===== src/rtl/spi_slave.sv =====
// SPI slave front end: deserialises 10-bit command frames from MOSI and shifts
// a RAM read byte back on MISO after a read-data command.
module spi_slave #(
  parameter int DATA_WIDTH = 8
) (
  input  logic                  clk,
  input  logic                  rst_n,
  input  logic                  SS_n,
  input  logic                  MOSI,
  output logic                  MISO,
  output logic [DATA_WIDTH+1:0] rx_data,
  output logic                  rx_valid,
  input  logic [DATA_WIDTH-1:0] tx_data,
  input  logic                  tx_valid
);

  localparam int FRAME_W = DATA_WIDTH + 2;
  localparam int CNT_W   = $clog2(FRAME_W + 1);
  localparam int TXC_W   = $clog2(DATA_WIDTH + 1);

  typedef enum logic [2:0] {
    IDLE      = 3'd0,
    CHK_CMD   = 3'd1,
    WRITE     = 3'd2,
    READ_ADD  = 3'd3,
    READ_DATA = 3'd4
  } state_t;

  state_t              state;
  state_t              state_nxt;
  logic [CNT_W-1:0]    bit_cnt;
  logic [FRAME_W-1:0]  frame_sh;
  logic [DATA_WIDTH-1:0] tx_sh;
  logic [TXC_W-1:0]    tx_left;
  logic                rd_addr_seen;
  logic                tx_loaded;
  logic                rx_done;
  logic                in_frame;
  logic                frame_done;
  logic                shift_in;
  logic                tx_load;
  logic                tx_shift;

  always_comb begin
    state_nxt  = state;
    in_frame   = (state == WRITE) || (state == READ_ADD) || (state == READ_DATA);
    shift_in   = !SS_n && ((state == CHK_CMD) ||
                           (in_frame && (bit_cnt < CNT_W'(FRAME_W))));
    frame_done = in_frame && !SS_n && (bit_cnt == CNT_W'(FRAME_W - 1));
    // A stale tx_valid level is locked out by tx_loaded until the frame ends.
    tx_load    = (state == READ_DATA) && !SS_n && rx_done && !tx_loaded && tx_valid;
    tx_shift   = (state == READ_DATA) && !SS_n && tx_loaded && (tx_left != '0);
    case (state)
      IDLE: begin
        if (!SS_n) state_nxt = CHK_CMD;
      end
      CHK_CMD: begin
        if (SS_n)              state_nxt = IDLE;
        else if (!MOSI)        state_nxt = WRITE;
        else if (rd_addr_seen) state_nxt = READ_DATA;
        else                   state_nxt = READ_ADD;
      end
      default: begin
        if (SS_n) state_nxt = IDLE;
      end
    endcase
  end

  always_ff @(posedge clk or negedge rst_n) begin
    if (!rst_n) begin
      state        <= IDLE;
      bit_cnt      <= '0;
      rx_data      <= '0;
      rx_valid     <= 1'b0;
      rx_done      <= 1'b0;
      rd_addr_seen <= 1'b0;
      tx_loaded    <= 1'b0;
      tx_left      <= '0;
      MISO         <= 1'b0;
    end else begin
      state    <= state_nxt;
      rx_valid <= frame_done;
      if (frame_done) rx_data <= {frame_sh[FRAME_W-2:0], MOSI};

      if (SS_n || (state == IDLE)) begin
        bit_cnt <= '0;
        rx_done <= 1'b0;
      end else if (state == CHK_CMD) begin
        bit_cnt <= CNT_W'(1);
      end else if (shift_in) begin
        bit_cnt <= bit_cnt + CNT_W'(1);
        if (frame_done) rx_done <= 1'b1;
      end

      if (frame_done && (state == READ_ADD))
        rd_addr_seen <= 1'b1;
      else if (tx_shift && (tx_left == TXC_W'(1)))
        rd_addr_seen <= 1'b0;

      // MISO return path: MSB straight from tx_data, remaining bits from tx_sh.
      if (SS_n || (state != READ_DATA)) begin
        MISO      <= 1'b0;
        tx_loaded <= 1'b0;
        tx_left   <= '0;
      end else if (tx_load) begin
        MISO      <= tx_data[DATA_WIDTH-1];
        tx_loaded <= 1'b1;
        tx_left   <= TXC_W'(DATA_WIDTH - 1);
      end else if (tx_shift) begin
        MISO    <= tx_sh[DATA_WIDTH-1];
        tx_left <= tx_left - TXC_W'(1);
      end else begin
        MISO <= 1'b0;
      end
    end
  end

  always_ff @(posedge clk) begin
    if (shift_in) frame_sh <= {frame_sh[FRAME_W-2:0], MOSI};
    if (tx_load)
      tx_sh <= {tx_data[DATA_WIDTH-2:0], 1'b0};
    else if (tx_shift)
      tx_sh <= {tx_sh[DATA_WIDTH-2:0], 1'b0};
  end

endmodule


===== config.mk =====
export PLATFORM = sky130hd
export DESIGN_NAME = spi_slave
export DESIGN_NICKNAME = d
export VERILOG_FILES = /design/src/rtl/spi_slave.sv
export SDC_FILE = /design/constraint.sdc
export NUM_CORES = 1
export LEC_CHECK = 0
export ABC_AREA = 1
export CORE_AREA = 2 2 66 68
export DETAILED_ROUTE_END_ITERATION = 12
export DIE_AREA = 0 0 68 70
export PLACE_DENSITY = 0.69
export SYNTH_ARGS = -nofsm -noshare
export SYNTH_HDL_FRONTEND = slang
export SYNTH_SLANG_ARGS = --single-unit

===== constraint.sdc =====
create_clock -name clk -period 1.98 [get_ports clk]
set_clock_uncertainty 0.1 [all_clocks]
set_input_delay 0.198 -clock clk [delete_from_list [all_inputs] [get_ports clk]]
set_output_delay 0.198 -clock clk [all_outputs]
set_load 0.01 [all_outputs]

==> run summary, run 1 <==
commonest non-fill, non-tap cells in the layout: nand2_1, dfrtp_1, clkdlybuf4s50_1
sequential area share after synthesis: 60.8%
die area: 4760 µm²
combinational power share: 6.3%
# setup viols final: 0
initial core utilization: 44.9%
Core Area: 4140 µm²
Psw: 361 µW
initial DRC count: 117
GRT Max-Usage Layer: met2
crit path time final: 1.65 ns
worst skew pair latency: 0.29 ns
routed len/inst: 12.0 µm
critical path's top delay family: flip-flops
Mapped Avg Cell Area: 9.85 µm²
biggest cell delay along the critical path: 0.44 ns
RSZ-0062 raised after global routing: false
setup TNS: 0 ns
measured slew at the worst slew-check pin: 0.392 ns
gr ovfl total: 0
P_int: 1390 µW
Slowest-stage cell, CP: dfrtp_1
H-Tree Depth: 2
root buffer cell: clkbuf_8
total wire length: 3260 µm
first drt pass iteration count: 4
Ys Warns: 0
CP Launch Type: flop
CTS tree: yes
DRC violations left: 0
Multi-input gate area: 629 µm²
Post CTS Setup Buffer Count: 0
Final Cycle Share: 83.5%
IO Count: 25
Pins Over Slew Limit: 0
worst r2r src: state[1]
total global-route track usage: 15.7%
Hold Violations, Final: 0
worst setup path start: state[1]
ys async rst share: 61.9%
Syn Nets: 206
row count: 24
ys flop type: dfrtp_1
WP data arrival: 1.55 ns
Die Y-Extent: 70 µm
crit-path cells: nor2_1, nand2_1, a21oi_1, buf_4
Clk pwr share: 39.5%
mapped cell area: 1860 µm²
crit path kind: flop to flop
diode count: 0
Post-CTS Hold Buffers: 0
Filler Cells Inserted: 386
vias per cell: 4.72
Sinks on Clock Net: 42
worst path bufs/invs: 1
sequential power share: 54.3%
WP data required: 1.88 ns
Cell Pwr Density: 771 nW/µm²
Max Fclk: 605 MHz
FF+latch count, synth: 42
clk buf depth: 2
crit path max fanout: 10
first-pass GRT wire length: 5460 µm
number of buffers created by CTS: 5
Crit. End Element: flop
area delta synth->final: 21.8%
FF+latch area: 1130 µm²
DP HPWL: 2330 µm
Mapped Cells: 189
VDD IR max: 0.000345 V
met2 Use GR: 23.8%
IO buf count: 24
Yosys cell types: 23
pin count of the biggest net entering global routing: 27
gpl congestion: 0.826
Max-slew headroom: 73.9%
Clock Pin Slew Worst Setup and Hold Paths: 0.08 ns
Hold WC Path Type: input pin to asynchronous set/reset pin
M3 GR Usage: 4.83%
met1 Usage GRT: 20.5%
initial antenna violation count: 0
status: completed
vias in the first global route: 1189
die width: 68 µm
sw frac: 20.7%
EDFF count, synth: 16
most common cell after layout, fill and taps aside: nand2_1
max-cap viol count: 0
Post-CTS Resized: 0
layout cells sized above 1: 9.55%
DRT antenna net count: 0
via count: 1285
Leakage: 0.00107 µW
Hold Slack: 0.175 ns
final net count: 236
[worst reg2reg max path, cell delays in order, from the launching register on]
cell     delay (ns)
dfrtp_1        0.44
nor2_1         0.23
nand2_1        0.20
a21oi_1        0.19
buf_4          0.21
[sequential cells by signal, indices dropped and copies added (netlist names)]
register and cells:
rx_valid 1, tx_left 4, rd_addr_seen 1, rx_data 10
state 3, tx_sh 7, bit_cnt 4, frame_sh 9
rx_done 1, tx_loaded 1, MISO 1
[worst paths after layout]
path                                to  slack, ns  cells after the start
max                        frame_sh[0]       0.33                      4
min                         rx_data[5]       0.18                      2
max reg2reg                frame_sh[0]       0.33                      4
min in group clk           frame_sh[8]       0.36                      0
max in group asynchronous   tx_left[1]       1.36                      2
min reg2reg                frame_sh[8]       0.36                      0
[metrics by stage]
step / cell area (µm²) / instances / power (µW) / utilization (%) / setup WS (ns)
floorplan: 1860 / 189 / 1010 / - / 0.189
global placement: 2150 / 264 / 1080 / 51.9 / 0.208
detailed placement: 2150 / 264 / 1080 / 51.9 / 0.148
CTS: 2270 / 272 / 1770 / 54.7 / 0.336
global route: 2270 / 272 / 1820 / 54.7 / 0.211
finish: 2270 / 272 / 1750 / 54.7 / 0.327
[Yosys cell counts, types with 2 or more instances]
| cell type | number | area [µm²] |
|---|---|---|
| edfxtp_1 | 16 | 480 |
| nand2_4 | 2 | 22.5 |
| buf_6 | 2 | 22.5 |
| o21ai_1 | 4 | 20.0 |
| nand2_1 | 70 | 263 |
| inv_1 | 16 | 60.1 |
| nand4_1 | 6 | 37.5 |
| inv_2 | 3 | 11.3 |
| nor3_1 | 2 | 10.0 |
| nor2_2 | 2 | 12.5 |
| nand2_2 | 3 | 18.8 |
| dfrtp_1 | 26 | 651 |
| o21ai_0 | 5 | 25.0 |
| a21oi_1 | 7 | 35.0 |
| nor2_1 | 7 | 26.3 |
| ha_1 | 4 | 50.1 |
| nand3_1 | 6 | 30.0 |
| xor2_1 | 3 | 26.3 |
[cell families after synthesis]
logic type | after synthesis | synth area share [%]
AOI/OAI and AO/OA | 18 | 5.11
xor gates and xnor gates | 3 | 1.41
adders and majority gates | 4 | 2.69
DFF | 42 | 60.8
buffers and inverters | 22 | 5.44
and+or+nand+nor | 100 | 24.6
[final cells by class]
type                            count  area share (%)
Sequential cell                    42            49.9
Multi-Input combinational cell    125            27.7
Timing Repair Buffer               26            11.3
Clock buffer                        7            3.81
Inverter                           19            3.14
Tap cell                           52            2.87
Clock inverter                      1            1.32
[per-layer routing]
layer | vias to the layer above | wire, µm | share of wire [%]
li1 | 667 | - | -
met1 | 588 | 1600 | 49
met2 | 26 | 1500 | 46
met3 | 4 | 108 | 3.3
met4 | 0 | 45 | 1.4
met5 | - | 0 | 0
[power groups by stage]
stage	Combinational [µW]	Clock, µW	Sequential (µW)
final	110	691	949
after global routing	125	745	953
after CTS	111	708	949
after detailed placement	111	0	967
after global placement	110	0	967
after floorplan	53.0	0	962
Power figures use the tool's default switching activity.
==> run 2: changes to the inputs <==
--- a/config.mk
+++ b/config.mk
@@ -9,7 +9,7 @@
 export CORE_AREA = 2 2 66 68
 export DETAILED_ROUTE_END_ITERATION = 12
 export DIE_AREA = 0 0 68 70
-export PLACE_DENSITY = 0.69
+export PLACE_DENSITY = 0.72
 export SYNTH_ARGS = -nofsm -noshare
 export SYNTH_HDL_FRONTEND = slang
 export SYNTH_SLANG_ARGS = --single-unit
==> constraint.sdc (replaced) <==
create_clock -name clk -period 1.47 [get_ports clk]
set_clock_uncertainty 0.1 [all_clocks]
set_input_delay 0.147 -clock clk [delete_from_list [all_inputs] [get_ports clk]]
set_output_delay 0.147 -clock clk [all_outputs]
set_load 0.01 [all_outputs]
==> run 2 against run 1 <==
Net effect: the run now ends with setup timing left; worst setup slack got worse by 0.33 ns; non-clock buffer count increased by 19; core utilization increased by 5.4 points; via count increased by 9.6%; maximum frequency increased by 12%; register-to-register slack got worse by 0.33 ns; worst hold slack got worse by 0.049 ns; largest cell class unchanged; critical endpoint is now frame_sh[5]; sequential share of layout area decreased by 4.5 points.
==> run summary, run 2 (synthesis results as in run 1) <==
met2 Use GR: 23.1% (was 23.8%)
RSZ-0062 raised after global routing: true (was false)
first-pass GRT wire length: 5740 µm (was 5460 µm)
crit path time final: 1.48 ns (was 1.65 ns)
WP data arrival: 1.38 ns (was 1.55 ns)
routed len/inst: 11.7 µm (was 12.0 µm)
max reg flops: 10 (unchanged)
IO buf count: 24 (unchanged)
failing checks: setup timing
root buffer cell: clkbuf_8 (unchanged)
gpl congestion: 0.843 (was 0.826)
number of buffers created by CTS: 5 (unchanged)
Clock Pin Slew Worst Setup and Hold Paths: 0.08 ns (about the same)
area of placed instances: 2320 µm² (was 2150 µm²)
initial antenna violation count: 0 (unchanged)
die width: 68 µm (unchanged)
VDD IR max: 0.000541 V (was 0.000345 V)
Hold WC Path Type: input pin to asynchronous set/reset pin (unchanged)
first drt pass iteration count: 6 (was 4)
status: complete, but fails checks (was completed)
DP HPWL: 2370 µm (was 2330 µm)
die area: 4760 µm² (unchanged)
layout cells sized above 1: 20.1% (was 9.55%)
via count: 1409 (was 1285)
Largest regs: rx_data (10), frame_sh (9), tx_sh (7) (unchanged)
gr ovfl total: 0 (unchanged)
Filler Cells Inserted: 358 (was 386)
commonest non-fill, non-tap cells in the layout: nand2_1, dfrtp_1, clkdlybuf4s50_1 (unchanged)
Crit. End Element: flop (unchanged)
H-Tree Depth: 2 (unchanged)
DRC violations left: 0 (unchanged)
vias in the first global route: 1308 (was 1189)
final instance area: 2490 µm² (was 2270 µm²)
worst skew pair latency: 0.29 ns (about the same)
DRT antenna net count: 0 (unchanged)
initial core utilization: 44.9% (unchanged)
crit path kind: flop to flop (unchanged)
IO Count: 25 (unchanged)
Pins Over Slew Limit: 0 (unchanged)
Final Cycle Share: 101% (was 83.5%)
# setup viols final: 8 (was 0)
CTS tree: yes (unchanged)
final net count: 255 (was 236)
diode count: 0 (unchanged)
clk buf depth: 2 (unchanged)
Core Util, Final: 60.1% (was 54.7%)
post-route setup slack: -0.00809 ns (was 0.327 ns)
Cell Pwr Density: 875 nW/µm² (was 771 nW/µm²)
Hold Slack: 0.127 ns (was 0.175 ns)
setup TNS: -0.0493 ns (was 0 ns)
WP data required: 1.38 ns (was 1.88 ns)
row count: 24 (unchanged)
Leakage: 0.00122 µW (was 0.00107 µW)
most common cell after layout, fill and taps aside: nand2_1 (unchanged)
measured slew at the worst slew-check pin: 0.335 ns (was 0.392 ns)
Sinks on Clock Net: 42 (unchanged)
GRT Max-Usage Layer: met1 (was met2)
Max Fclk: 677 MHz (was 605 MHz)
initial DRC count: 108 (was 117)
total global-route track usage: 16.1% (was 15.7%)
CP Launch Type: flop (unchanged)
Post-CTS Hold Buffers: 0 (unchanged)
Max-slew headroom: 77.6% (was 73.9%)
area delta synth->final: 33.9% (was 21.8%)
Die Y-Extent: 70 µm (unchanged)
dpl ws: -0.0899 ns (was 0.148 ns)
max-cap viol count: 0 (unchanged)
Hold Violations, Final: 0 (unchanged)
most flop-heavy register: rx_data (unchanged)
vias per cell: 4.84 (was 4.72)
met1 Usage GRT: 23.1% (was 20.5%)
M3 GR Usage: 4.35% (was 4.83%)
crit path max fanout: 10 (unchanged)
pin count of the biggest net entering global routing: 27 (unchanged)
total wire length: 3420 µm (was 3260 µm)
Core Area: 4140 µm² (unchanged)
[run 2: path summary, 6_finish.rpt]
check | startpoint | endpoint | slack (ns) | cells after the start
setup / recovery | state[1] | frame_sh[5] | -0.008 | 6
hold / removal | rst_n | state[2] | 0.13 | 2
setup reg to reg | state[1] | frame_sh[5] | -0.008 | 6
hold reg to reg | frame_sh[8] | rx_data[9] | 0.35 | 2
max in group asynchronous | rst_n | rx_data[1] | 0.89 | 2
min in group clk | tx_data[7] | MISO | 0.31 | 3
[run 2: critical path, cell delays in order, from the launching register on]
cell	delay, ns
dfrtp_1	0.41
nor2_2	0.10
nand2_2	0.11
nand2_2	0.12
nand2_4	0.07
a21oi_4	0.15
buf_12	0.14
[run 2: layout make-up]
cell class / instances / area [µm²] / share of cell area (%)
Clock buffer: 6 / 72.6 / 2.91
Clock inverter: 2 / 8.76 / 0.351
Inverter: 19 / 76.3 / 3.06
Multi-Input combinational cell: 125 / 697 / 28.0
Sequential cell: 42 / 1130 / 45.4
Tap cell: 52 / 65.1 / 2.61
Timing Repair Buffer: 45 / 442 / 17.7
[run 2: per-layer routing]
layer / vias to the layer above / wire length (µm)
li1: 706 / -
met1: 656 / 1580
met2: 39 / 1610
met3: 8 / 140
met4: 0 / 79
met5: - / 0
[run 2: repair_timing]
item,4_1_cts,5_1_grt
endpoints found under the setup margin,12,42
buffers inserted,0,2
endpoints found under the hold margin,0,0
pin swaps,2,2
gates resized for setup,3,20
[run 2: through the flow]
| step | total power, µW | std cells |
|---|---|---|
| final | 2180 | 291 |
| after global routing | 2290 | 291 |
| after CTS | 2200 | 289 |
| after detailed placement | 1490 | 281 |
| after global placement | 1490 | 281 |
| after floorplan | 1370 | 189 |
[run 2: report_power, final]
| part | switching (µW) | leakage [µW] | total (µW) | internal [µW] |
|---|---|---|---|---|
| registers | 21.6 | 0.000499 | 1270 | 1250 |
| logic | 108 | 0.000674 | 208 | 99.7 |
| clock network | 372 | 0.0000426 | 699 | 327 |
==> run 3: changes to the inputs <==
--- a/config.mk
+++ b/config.mk
@@ -13,3 +13,4 @@
 export SYNTH_ARGS = -nofsm -noshare
 export SYNTH_HDL_FRONTEND = slang
 export SYNTH_SLANG_ARGS = --single-unit
+export TNS_END_PERCENT = 100
==> results of run 3 <==
No change in the layout: final DEF, timing and power equal those of run 2.
